## src/rtl/exc_ctrl_pkg.sv

```systemverilog
// Shared constants and types for the exception/interrupt controller.
// Define EXC_CTRL_INT_EN to enable interrupt sampling (see exc_ctrl.sv).
package exc_ctrl_pkg;

  localparam logic [5:0] ECODE_INT = 6'h00;
  localparam logic [5:0] ECODE_ADE = 6'h08;
  localparam logic [5:0] ECODE_ALE = 6'h09;
  localparam logic [5:0] ECODE_SYS = 6'h0B;
  localparam logic [5:0] ECODE_BRK = 6'h0C;
  localparam logic [5:0] ECODE_INE = 6'h0D;

  localparam logic [8:0] ESUBCODE_NONE = 9'd0;
  localparam logic [8:0] ESUBCODE_ADEM = 9'd1;

  localparam int unsigned EXC_ADEF = 0;
  localparam int unsigned EXC_SYS  = 1;
  localparam int unsigned EXC_BRK  = 2;
  localparam int unsigned EXC_INE  = 3;
  localparam int unsigned EXC_ALE  = 4;
  localparam int unsigned EXC_ADEM = 5;

  typedef enum logic [0:0] {
    StIdle,
    StRedir
  } exc_state_e;

endpackage

```

## src/rtl/exc_prio_enc.sv

```systemverilog
// Combinational priority encoder: INT > ADEF > SYS > BRK > INE > ALE > ADEM > ertn.
module exc_prio_enc
  import exc_ctrl_pkg::*;
(
  input  logic       int_req,
  input  logic [5:0] wb_exc,
  input  logic       wb_ertn,
  output logic       take,
  output logic       is_ertn,
  output logic [5:0] ecode,
  output logic [8:0] esubcode
);

  always_comb begin
    take     = 1'b1;
    is_ertn  = 1'b0;
    ecode    = ECODE_INT;
    esubcode = ESUBCODE_NONE;
    if (int_req) begin
      ecode = ECODE_INT;
    end else if (wb_exc[EXC_ADEF]) begin
      ecode = ECODE_ADE;
    end else if (wb_exc[EXC_SYS]) begin
      ecode = ECODE_SYS;
    end else if (wb_exc[EXC_BRK]) begin
      ecode = ECODE_BRK;
    end else if (wb_exc[EXC_INE]) begin
      ecode = ECODE_INE;
    end else if (wb_exc[EXC_ALE]) begin
      ecode = ECODE_ALE;
    end else if (wb_exc[EXC_ADEM]) begin
      ecode    = ECODE_ADE;
      esubcode = ESUBCODE_ADEM;
    end else if (wb_ertn) begin
      is_ertn = 1'b1;
    end else begin
      take = 1'b0;
    end
  end

endmodule

```

## src/rtl/exc_ctrl.sv

```systemverilog
// Exception/interrupt controller between WB and the CSR file, with flush/redirect sequencing.
// Optional feature macro: EXC_CTRL_INT_EN (interrupt sampling and INT priority slot).
module exc_ctrl
  import exc_ctrl_pkg::*;
#(
  parameter int unsigned ADDR_W = 32
) (
  input  logic              clk,
  input  logic              reset,
  input  logic              wb_valid,
  input  logic [5:0]        wb_exc,
  input  logic              wb_ertn,
  input  logic [ADDR_W-1:0] wb_pc,
  input  logic [ADDR_W-1:0] wb_vaddr_in,
  input  logic [12:0]       estat_is,
  input  logic [12:0]       ecfg_lie,
  input  logic              crmd_ie,
  input  logic [ADDR_W-1:0] eentry,
  input  logic [ADDR_W-1:0] era,
  output logic              wb_ready,
  output logic              wb_ex,
  output logic              ertn_flush,
  output logic [5:0]        wb_ecode,
  output logic [8:0]        wb_esubcode,
  output logic [ADDR_W-1:0] wb_vaddr,
  output logic              flush,
  output logic              redirect_valid,
  output logic [ADDR_W-1:0] redirect_pc,
  input  logic              redirect_ready
);

  logic int_req;

`ifdef EXC_CTRL_INT_EN
  logic int_req_q;

  always_ff @(posedge clk) begin
    if (reset) begin
      int_req_q <= 1'b0;
    end else begin
      int_req_q <= crmd_ie & (|(estat_is & ecfg_lie));
    end
  end

  assign int_req = int_req_q;
`else
  logic unused_int_inputs;

  assign int_req           = 1'b0;
  assign unused_int_inputs = ^{estat_is, ecfg_lie, crmd_ie};
`endif

  logic       take;
  logic       is_ertn;
  logic [5:0] ecode;
  logic [8:0] esubcode;

  exc_prio_enc u_prio_enc (
    .int_req  (int_req),
    .wb_exc   (wb_exc),
    .wb_ertn  (wb_ertn),
    .take     (take),
    .is_ertn  (is_ertn),
    .ecode    (ecode),
    .esubcode (esubcode)
  );

  exc_state_e        state_q;
  logic [ADDR_W-1:0] target_q;
  logic              redirect_valid_q;
  logic              accept;

  // WB inputs are only looked at in idle; an interrupt never fires on a bubble.
  assign accept = (state_q == StIdle) & wb_valid & take & ~reset;

  always_ff @(posedge clk) begin
    if (reset) begin
      state_q          <= StIdle;
      target_q         <= '0;
      redirect_valid_q <= 1'b0;
    end else begin
      case (state_q)
        StIdle: begin
          if (accept) begin
            state_q          <= StRedir;
            target_q         <= is_ertn ? era : eentry;
            redirect_valid_q <= 1'b1;
          end
        end
        StRedir: begin
          if (redirect_ready) begin
            state_q          <= StIdle;
            redirect_valid_q <= 1'b0;
          end
        end
        default: begin
          state_q          <= StIdle;
          redirect_valid_q <= 1'b0;
        end
      endcase
    end
  end

  assign wb_ready       = (state_q == StIdle);
  assign wb_ex          = accept & ~is_ertn;
  assign ertn_flush     = accept & is_ertn;
  assign wb_ecode       = wb_ex ? ecode : '0;
  assign wb_esubcode    = wb_ex ? esubcode : '0;
  // ADEF is the only cause that reports the fetch PC as the bad address.
  assign wb_vaddr       = !wb_ex ? '0 :
                          ((ecode == ECODE_ADE) && (esubcode == ESUBCODE_NONE)) ? wb_pc :
                          wb_vaddr_in;
  assign flush          = accept | redirect_valid_q;
  assign redirect_valid = redirect_valid_q;
  assign redirect_pc    = target_q;

endmodule

```

## config.mk

```make
export PLATFORM = sky130hd
export DESIGN_NAME = exc_ctrl
export DESIGN_NICKNAME = d
export VERILOG_FILES = /design/src/rtl/exc_ctrl_pkg.sv /design/src/rtl/exc_prio_enc.sv /design/src/rtl/exc_ctrl.sv
export SDC_FILE = /design/constraint.sdc
export NUM_CORES = 1
export LEC_CHECK = 0
export ABC_AREA = 1
export BUFFER_PORTS_ARGS = -buffer_cell sky130_fd_sc_hd__buf_2
export CORE_AREA = 2 2 96 98
export DETAILED_ROUTE_END_ITERATION = 10
export DIE_AREA = 0 0 98 100
export GPL_TIMING_DRIVEN = 1
export PLACE_DENSITY = 0.69
export SYNTH_ARGS = -nofsm -noshare
export SYNTH_HDL_FRONTEND = slang
export SYNTH_SLANG_ARGS = --single-unit
```

## constraint.sdc

```tcl
create_clock -name clk -period 1.33 [get_ports clk]
set_clock_uncertainty 0.2 [all_clocks]
set_input_delay 0.0665 -clock clk [delete_from_list [all_inputs] [get_ports clk]]
set_output_delay 0.0665 -clock clk [all_outputs]
set_load 0.01 [all_outputs]
```

# Yosys cells after proc, flatten, opt, wreduce, memory -nomap -nowiden
# Index checks and enable logic that the tools add are counted.
op_classes:
  mux: 36
  reduce_logical: 4
  eq_ne: 3
  n_shift: 0
  n_bitwise: 9
  magnitude_cmp: 0
  div_mod_pow: 0
  n_addsub: 0
  n_mul: 0
ops:
  columns: ["op", "count"]
  rows:
  - ["$mux 32", 3]
  - ["$mux 9", 6]
  - ["$mux 6", 6]
  - ["$mux 1", 18]
  - ["$logic_not 9->1", 1]
  - ["$eq 6x4->1 const B", 1]
  - ["$and 1x1->1", 5]
  - ["$mux 4", 1]
  - ["$pmux 1 s2", 2]
  - ["$reduce_and 2->1", 2]
  - ["$not 1->1", 3]
  - ["$ne 2x1->1 const B", 1]
  - ["$ne 2x2->1 const B", 1]
  - ["$logic_and 1x1->1", 1]
  - ["$or 1x1->1", 1]
totals:
  latchBits: 0
  inputBits: 166
  register_bits: 34
  elab_cells: 55
  mem_count: 0
  mem_bits_rw: 0
  romBits: 0
  out_inout_bits: 84

# Longest topological paths before layout
# Gate-level depths: netlist (run 1).
depth:
  depth_word: 11
  mapped_depth: 9
  mapped_depth_nobuf: 7

# Modules after synthesis
# Synthesis (run 1) repeated with hierarchy kept, for this count alone.
hier_totals:
  cells_unflattened: 516
  area_unflattened_um2: 2721.4
by_module_without_submodules:
  columns: ["mod", "n_inst", "cells_each", "seq_area_each_um2", "area_per_inst_um2"]
  rows:
  - ["exc_ctrl", 1, 481, 680.7, 2522.4]
  - ["exc_prio_enc", 1, 35, 0.0, 198.9]

# Worst setup path before layout (run 1)
# Ideal clock, no wire load.
synth_path:
  kind: "flip-flop to output port"
  from: "register state_q"
  to: "output port wb_vaddr[25]"
  arrival_time_ns: 1.154
  t_required_ns: 1.063
  n_path_buf: 2
  path_slack_ns: -0.090
  stages_incl_launch_ff: 8
  path_cell_list: "dfxtp_1 inv_2 nand3_4 inv_2 buf_6 nand2_4 buf_2 a21oi_1"
synth_via:
  elab_chain_len: 6
synth_lines:
  columns: ["item", "line_no", "source"]
  rows:
  - ["start: declaration", "exc_ctrl.sv:68", "exc_state_e state_q;"]
  - ["start signal: assignment", "exc_ctrl.sv:78", "state_q <= StIdle;"]
  - ["start signal: assignment", "exc_ctrl.sv:85", "state_q <= StRedir;"]
  - ["start signal: assignment", "exc_ctrl.sv:92", "state_q <= StIdle;"]
  - ["$not 1->1 (no source line)", null, null]
  - ["net wb_ready", "exc_ctrl.sv:20", "output logic wb_ready,"]
  - ["$and 1x1->1 (3 in a row)", "exc_ctrl.sv:74", "assign accept = (state_q == StIdle) & wb_valid & take & ~reset;"]
  - ["$and 1x1->1", "exc_ctrl.sv:105", "assign wb_ex = accept & ~is_ertn;"]
  - ["$mux 32", "exc_ctrl.sv:110", "assign wb_vaddr = !wb_ex ? '0 :"]
  - ["end: declaration", "exc_ctrl.sv:25", "output logic [ADDR_W-1:0] wb_vaddr,"]
# The timed path passes the listed nets, and every way through them passes these cells.

# Worst setup path after layout (run 1)
layout_path:
  from: "register state_q"
  to: "register target_q[1], in the netlist redirect_pc[1]"
layout_via:
  elab_chain_len: 5
layout_lines:
  columns: ["item", "line_no", "source"]
  rows:
  - ["$not 1->1 (no source line) *", null, null]
  - ["$and 1x1->1 (3 in a row)", "exc_ctrl.sv:74", null]
  - ["$reduce_and 2->1 (no source line) *", null, null]
  - ["end signal: assignment", "exc_ctrl.sv:86", "target_q <= is_ertn ? era : eentry;"]
  - ["end: declaration", "exc_ctrl.sv:69", "logic [ADDR_W-1:0] target_q;"]
# Mark *: on every way between the ends. The rest lies on a longest branch, timed or not.
# A chain may end at the register's enable or synchronous reset.

==> impl_metrics.ini, run 1 <==
[synthesis]
syn_area_sq_um = 2500
synth.area.top_cells = dfxtp_1, nand2_1, a21oi_1, nand3_1, nor2_1
synthTopCellsByCount = nand2_1, nor2_1, a21oi_1, nand3_1
synth-edff-count = 0
synth_warnings = 0
ys.flop_type = dfxtp_1
ys_seq_area_share_pct = 27.2
async_flop_share_pct = 0
postSynthCellCount = 431
avgSynthCellArea_sq_um = 5.81
ys_types = 23
synth_largest_area_cell = dfxtp_1
yosysMostFrequentCell = nand2_1
netlist.area_leader.share_pct = 27.2
ys_ff_latch = 34

[die]
die_x_um = 98
start_util_pct = 28.2
coreArea_sq_um = 8890
dieHeight_um = 100
die_area_sq_um = 9800
rows = 35
pin_count = 250

[cts]
insertion_delay_ns = 0.29
clk_pin_slew_ns = 0.09
cts_tree = built
cts_inserted_buffers = 5
cts_root_buf = clkbuf_8
cts_buffer_depth = 2
clock_sinks = 34
cts_max_level = 2

[global_routing]
gr-total-overflow = 0
grtUsageTotal_pct = 23.3
grt_pass1_vias = 4096
antenna_found_initial = 1
grt_pass1_wl_um = 18900
grt_max_degree = 34

[routing]
viasPerCell = 4.95
wire_per_inst_um = 15.7
initialDrtViolationCount = 178
top_layer = met4
wl_met1_um = 4700
vias = 4137
drc = 0
firstDrtPassIters = 4
met2WireLength_um = 6560
route.met3.wl_um = 1350
routed_wl_um = 13100
postRouteAntennaNets = 0

[critical_path]
critPathMaxFanout = 6
reg2reg_from = state_q
cp_cell_sequence = inv_4 -> nand3_4 -> buf_6 -> nor2_4 -> buf_12 -> buf_16 -> nand3_2 -> nand2_1 -> nor2_1 -> nor2_1
crit_path_start = state_q
start_kind = flop
crit_slowest_cell = dfxtp_2
path_buf_inv = 4
end_kind = flop
required_ns = 1.35
crit_type = reg2reg
cp.arrival_ns = 1.71
reg2reg_setup_slack_ns = -0.37
crit_family = simple AND/OR/NAND/NOR gates
worst_path_most_repeated_cell = nor2_1
crit_path_max_incr_delay_ns = 0.34

[power_and_ir_drop]
finalPower_uw = 3620
p_seq_share_pct = 30.4
power.switching_uw = 1120
ir_worst_vdd_v = 0.000514
p_leak_uw = 0.00271
p_comb_share_pct = 37.2
p_int_uw = 2500
powerDensity_nw_per_um2 = 638
switching_share_pct = 30.8
p_clk_share_pct = 32.4

[placement]
port_buffers = 212
dp.cells = 747
pre_cts_ws_ns = -0.141
dpl-instance-area_sq_um = 4130
dpl.hpwl_um = 7240
gp_congestion = 0.840

[hold_path]
hold_path.class = in2reg
min_from = reset

[outcome]
violations = negative setup slack
status = finished, violations left

[sta]
max_freq_mhz = 590
post-route-min-period_ns = 1.70
setup_viol = 73
fin_crit_sh_pct = 128
rsz0062_at_grt = true
setup_slack_ns = -0.366
hold_violations = 0
timing.final.max_slew_violations = 0
finalSetupTns_ns = -18.95

[finish]
drive_gt1_share_pct = 49.6
final-instance-count-excl-fill = 836
area_growth_pct = 126
n_fill_cell = 680
nets = 889
final_area_sq_um = 5670

[job]
maxCapViolCount = 0
==> per-stage QoR <==
step                      util, %  hold WS [ns]
final                        63.8        0.0968
after global placement       46.5         0.147
after global routing         63.8         0.116
after detailed placement     46.5         0.152
after floorplan                 -       -0.0160
after CTS                    58.7        0.0813
==> worst register-to-register path, delay by kind of cell, from the launching register on <==
family | cells | cell delay (ns)
AND/OR/NAND/NOR | 6 | 0.59
flip-flops | 1 | 0.34
buffers and inverters | 4 | 0.52
==> kinds of logic (layout without fill, tap and decap cells) <==
group / count (synthesis) / count (layout) / synth area share [%]
simple gates: 244 / 245 / 43.2
compound gates: 67 / 67 / 13.4
other cells: 1 / 11 / 0.150
flops: 34 / 34 / 27.2
buf+inv: 85 / 368 / 16.1
==> power groups by stage <==
stage	Combinational [uW]	Clock, uW	Sequential [uW]
after global placement	929	0	1120
after CTS	1190	1210	1100
after global routing	1440	1240	1100
after floorplan	522	0	1140
after detailed placement	939	0	1120
final	1350	1170	1100
==> registers in the layout (all words and copies together), names as in the netlist <==
name / cells
redirect_pc: 32
redirect_valid: 1
state_q: 1
==> metal layers <==
layer	GRT usage (%)	up-vias
met3	5.99	49
met4	13.6	0
li1	-	1932
met1	26.6	1856
met5	0	-
met2	39.7	300
==> layout make-up <==
type / instances / area, sq um / area share, %
multi-input cells: 322 / 2080 / 36.7
repair buffers: 318 / 2460 / 43.4
flip-flops and latches: 34 / 682 / 12.0
well taps: 111 / 139 / 2.45
inverters: 42 / 170 / 3.00
clock inverters: 3 / 68.8 / 1.21
diodes: 1 / 2.50 / 0.0441
clock buffers: 5 / 68.8 / 1.21
==> cell usage in the layout, fill, tap and decap left out, drive strengths merged <==
cell	Yosys	final
buf	32	250
nand2	101	102
nor2	71	71
nand3	67	67
dlygate4sd3	0	66
a21oi	65	65
inv	42	42
dfxtp	34	34
conb	1	10
clkbuf	11	7
o21ai	2	2
bufinv	0	2
diode	0	1
nand4	1	1
nor4b	1	1
nor3	1	1
or2	1	1
and3	1	1
clkinv	0	1
==> final timing paths <==
kind / endpoint / cells after the start
worst max register to register: redirect_pc[1] / 10
worst max-delay path: redirect_pc[1] / 10
worst min-delay path: redirect_pc[21] / 3
worst min register to register: redirect_pc[3] / 4
==> timing repair <==
item                                    CTS  global route
pin swaps                                 8            49
setup buffers                             7             2
hold buffers                             66             0
cloned                                    4             2
endpoints found under the hold margin    34             0
endpoints found under the setup margin   74            75
gates resized for setup                  26            81
Note: power is estimated with default switching activity, not from simulation.
==> run 2: changes to the inputs <==
--- a/config.mk
+++ b/config.mk
@@ -12,6 +12,7 @@
 export DIE_AREA = 0 0 98 100
 export GPL_TIMING_DRIVEN = 1
 export PLACE_DENSITY = 0.69
+export REMOVE_ABC_BUFFERS = 1
 export SYNTH_ARGS = -nofsm -noshare
 export SYNTH_HDL_FRONTEND = slang
 export SYNTH_SLANG_ARGS = --single-unit
==> impl_metrics.ini, run 2 (same netlist as run 1, synthesis figures left out) <==
[outcome]
status = finished, violations left
violations = negative setup slack

[critical_path]
ff2ff_path_depth = 11
reg2reg_from = state_q
critPathMaxFanout = 27
cp.arrival_ns = 1.36
crit_type = reg2out
crit_path_max_incr_delay_ns = 0.33
crit_end = wb_vaddr[20]
crit_path_start = state_q
crit_slowest_cell = dfxtp_2
required_ns = 1.06
cp_cell_sequence = inv_2 -> nand3_4 -> inv_6 -> nand2_4 -> buf_12 -> a21oi_1 -> buf_2
start_kind = flop
end_kind = output pin
reg2reg_setup_slack_ns = -0.27
r2r-end = redirect_pc[7]

[power_and_ir_drop]
p_clk_share_pct = 26.2
finalPower_uw = 3120
power.switching_uw = 1010
p_leak_uw = 0.00263
p_int_uw = 2110
p_seq_share_pct = 35.1
switching_share_pct = 32.3
powerDensity_nw_per_um2 = 607
p_comb_share_pct = 38.7
ir_worst_vdd_v = 0.000386

[job]
maxCapViolCount = 0

[placement]
port_buffers = 212
gp_congestion = 0.958
dpl.hpwl_um = 7220
pre_cts_ws_ns = -0.145
dp.cells = 740

[die]
die_x_um = 98
dieHeight_um = 100
rows = 35
start_util_pct = 28.2
coreArea_sq_um = 8890
pin_count = 250
die_area_sq_um = 9800

[routing]
postRouteAntennaNets = 0
firstDrtPassIters = 5
vias = 3988
drc = 0
initialDrtViolationCount = 213
wire_per_inst_um = 15.3
routed_wl_um = 12700
viasPerCell = 4.79

[cts]
clk_pin_slew_ns = 0.08
cts_tree = built
clock_sinks = 34
cts_buffer_depth = 2
cts_root_buf = clkbuf_8
insertion_delay_ns = 0.28
cts_inserted_buffers = 5
cts_max_level = 2

[sta]
hold_violations = 0
finalSetupTns_ns = -16.81
hold_ws_ns = 0.0961
fin_crit_sh_pct = 122
max_freq_mhz = 615
post-route-min-period_ns = 1.63
setup_slack_ns = -0.297
rsz0062_at_grt = true
setup_viol = 72
timing.final.max_slew_violations = 0

[finish]
final_common_cell = buf_2
nets = 885
n_fill_cell = 812
largest_reg_flops = 32
area_growth_pct = 105
drive_gt1_share_pct = 46.9
final_cell_mix = buf_2, nand2_1, nor2_1, dlygate4sd3_1, a21oi_1
final-instance-count-excl-fill = 833

[global_routing]
grt_pass1_wl_um = 19300
grtUsageTotal_pct = 24.7
antenna_found_initial = 2
grt_pass1_vias = 3879
grt_max_degree = 34
gr-total-overflow = 0

[hold_path]
holdPathStages = 3
hold_path.class = in2reg
min_from = reset
run 2: cell count changes in the layout (fill, tap and decap cells not counted), sizes merged:
cell,change
buf,-2
bufinv,-2
diode,+1
nand2,-1
clkinvlp,+1
run 2: worst max-delay path, delay by kind of cell, from the launching register on:
family	cells	cell delay [ns]
compound gates	1	0.13
buf+inv	4	0.46
flops	1	0.33
simple gates	2	0.15
run 2: worst min path at each step:
stage | slack (ns) | end
after floorplan | -0.06 | state_q
after detailed placement | 0.18 | state_q
final | 0.1 | redirect_pc[17]
after CTS | 0.08 | state_q
after global routing | 0.11 | redirect_pc[17]
after global placement | 0.16 | state_q
run 2: layer usage:
metal	part of all wire (%)	GRT usage (%)	up-vias
met4	3.3	11.5	0
met1	36	27.1	1755
met2	53	45.8	264
met5	0	0	-
met3	8.5	4.87	40
li1	-	-	1929
run 2: cell type report:
type / count / area [sq um] / share of cell area (%)
timing repair buffer: 315 / 2320 / 45.2
multi-input combinational: 321 / 1730 / 33.7
sequential: 34 / 682 / 13.3
inverter: 42 / 163 / 3.16
tap: 111 / 139 / 2.70
clock buffer: 6 / 82.6 / 1.61
clock inverter: 2 / 12.5 / 0.243
antenna: 2 / 5.00 / 0.0973
run 2: repair_timing:
action,in CTS,in global routing
hold endpoints to repair,34,0
cloned,6,1
endpoints found under the setup margin,74,75
hold buffers,66,0
resized for setup,56,33
setup buffers,8,2
pin swaps,39,6
run 2: per-stage QoR:
stage	instance area (sq um)	util [%]
finish	5140	57.8
global route	5140	57.8
CTS	4960	55.8
detailed placement	3750	42.2
global placement	3750	42.2
floorplan	2290	-
run 2: power by group through the flow:
| stage | registers (uW) | clock network [uW] | logic [uW] |
|---|---|---|---|
| floorplan | 1140 | 0 | 314 |
| global placement | 1120 | 0 | 792 |
| detailed placement | 1120 | 0 | 806 |
| CTS | 1100 | 849 | 1130 |
| global route | 1100 | 884 | 1310 |
| finish | 1100 | 819 | 1210 |
==> run 3: changes to the inputs <==
--- a/config.mk
+++ b/config.mk
@@ -7,11 +7,13 @@
 export LEC_CHECK = 0
 export ABC_AREA = 1
 export BUFFER_PORTS_ARGS = -buffer_cell sky130_fd_sc_hd__buf_2
-export CORE_AREA = 2 2 96 98
+export CAP_MARGIN = 0
+export CORE_AREA = 2 2 97 99
+export CTS_BUF_LIST = sky130_fd_sc_hd__clkbuf_16
 export DETAILED_ROUTE_END_ITERATION = 10
-export DIE_AREA = 0 0 98 100
+export DIE_AREA = 0 0 99 101
 export GPL_TIMING_DRIVEN = 1
-export PLACE_DENSITY = 0.69
+export PLACE_DENSITY = 0.65
 export REMOVE_ABC_BUFFERS = 1
 export SYNTH_ARGS = -nofsm -noshare
 export SYNTH_HDL_FRONTEND = slang
==> constraint.sdc (replaced) <==
create_clock -name clk -period 1.7 [get_ports clk]
set_clock_uncertainty 0.2 [all_clocks]
set_input_delay 0.085 -clock clk [delete_from_list [all_inputs] [get_ports clk]]
set_output_delay 0.085 -clock clk [all_outputs]
set_load 0.01 [all_outputs]
==> impl_metrics.ini, run 3 (same netlist as run 1, synthesis figures left out) <==
[routing]
viasPerCell = 4.69
initialDrtViolationCount = 154
wire_per_inst_um = 13.9
firstDrtPassIters = 5
vias = 3779
drc = 0
routed_wl_um = 11200
postRouteAntennaNets = 0

[sta]
setup_slack_ns = 0.0723
hold_ws_ns = 0.00344
max_freq_mhz = 614
fin_crit_sh_pct = 95.7
timing.final.max_slew_violations = 0
hold_violations = 0
post-route-min-period_ns = 1.63
rsz0062_at_grt = true
setup_viol = 0

[critical_path]
crit_type = reg2out
end_kind = output pin
critPathMaxFanout = 18
required_ns = 1.41
cp.arrival_ns = 1.34
start_kind = flop
crit_slowest_cell = dfxtp_2
cp_cell_sequence = inv_2 -> nand3_4 -> clkinv_8 -> nand2_8 -> a21oi_1 -> buf_2
reg2reg_from = state_q
crit_end = wb_vaddr[18]
crit_path_start = state_q
ff2ff_path_depth = 9
crit_path_max_incr_delay_ns = 0.33
reg2reg_setup_slack_ns = 0.10
r2r-end = redirect_pc[20]

[finish]
multi_input_area_sq_um = 1490
register_area_sq_um = 682
final_common_cell = buf_2
n_fill_cell = 832
fin_util_pct = 50.0
final_cell_mix = buf_2, nand2_1, nor2_1
nets = 860
largest_reg_flops = 32
diodes = 0
drive_gt1_share_pct = 36.5
final_area_sq_um = 4480
area_growth_pct = 79.0

[cts]
cts_max_level = 2
insertion_delay_ns = 0.27
clk_pin_slew_ns = 0.06
cts_inserted_buffers = 5
clock_sinks = 34
cts_tree = built
cts_root_buf = clkbuf_16
cts_buffer_depth = 2

[die]
rows = 35
dieHeight_um = 101
die_x_um = 99
coreArea_sq_um = 8980
pin_count = 250
die_area_sq_um = 10000
start_util_pct = 27.9

[global_routing]
gr-total-overflow = 0
antenna_found_initial = 1
grtUsageTotal_pct = 20.6
grt_pass1_vias = 3487
grt_pass1_wl_um = 16500
grt_max_degree = 47

[placement]
port_buffers = 212
pre_cts_ws_ns = 0.0572
dpl.hpwl_um = 7170
gp_congestion = 0.847
dpl-instance-area_sq_um = 3620

[outcome]
status = complete, no violations

[hold_path]
hold_path.class = in2reg

[power_and_ir_drop]
powerDensity_nw_per_um2 = 558
p_leak_uw = 0.00243
ir_worst_vdd_v = 0.000565
finalPower_uw = 2500

[job]
maxCapViolCount = 0
[run 3: cell types whose count changed in the layout (fill, tap and decap cells not counted), sizes merged, moves of 2 or more]
cell / delta
dlygate4sd3: -4
diode: -2
clkinv: +2
buf: -22
[run 3: worst max-delay path: cells and delay by family, from the launching register on]
kind	cells	cell delay (ns)
flops	1	0.33
simple gates	2	0.22
compound gates	1	0.16
buf+inv	3	0.35
[run 3: worst min path at each step]
stage / cells after the start / slack [ns] / endpoint / start
after floorplan: 1 / -0.05 / state_q / reset
after global placement: 3 / 0.17 / state_q / redirect_ready
after detailed placement: 3 / 0.19 / state_q / redirect_ready
after CTS: 5 / 0.003 / redirect_pc[24] / era[24]
after global routing: 5 / 0.01 / redirect_pc[8] / eentry[8]
final: 5 / 0.003 / redirect_pc[24] / eentry[24]
[run 3: where the power goes]
part / internal [uW] / total [uW] / leakage [uW] / switching, uW
clock: 534 / 881 / 0.0000672 / 347
combinational: 381 / 764 / 0.00209 / 384
sequential: 838 / 858 / 0.000278 / 20.0
[run 3: what timing repair did]
item,in CTS,in global routing
setup endpoints to repair,38,38
hold buffers,62,0
setup buffers,2,1
pin swaps,1,2
resized for setup,5,4
hold endpoints to repair,33,0
gates cloned,1,1
[run 3: area by class of cell]
cell class,count,share of cell area [%]
timing repair buffer,289,41.6
multi-input combinational,322,33.1
sequential,34,15.2
inverter,42,3.79
tap,111,3.10
clock buffer,5,2.79
clock inverter,3,0.363
[run 3: routing by layer]
layer	up-vias	global-route usage (%)	share of wire, %
met4	2	7.27	2.3
met2	228	36.6	49
li1	1870	-	-
met1	1661	23.3	38
met5	-	0	0.12
met3	18	6.03	10
[run 3: through the flow]
step | std cells | TNS, ns
after floorplan | 397 | -8.72
after global placement | 731 | 0
after detailed placement | 731 | 0
after CTS | 804 | 0
after global routing | 806 | -0.00233
final | 806 | 0
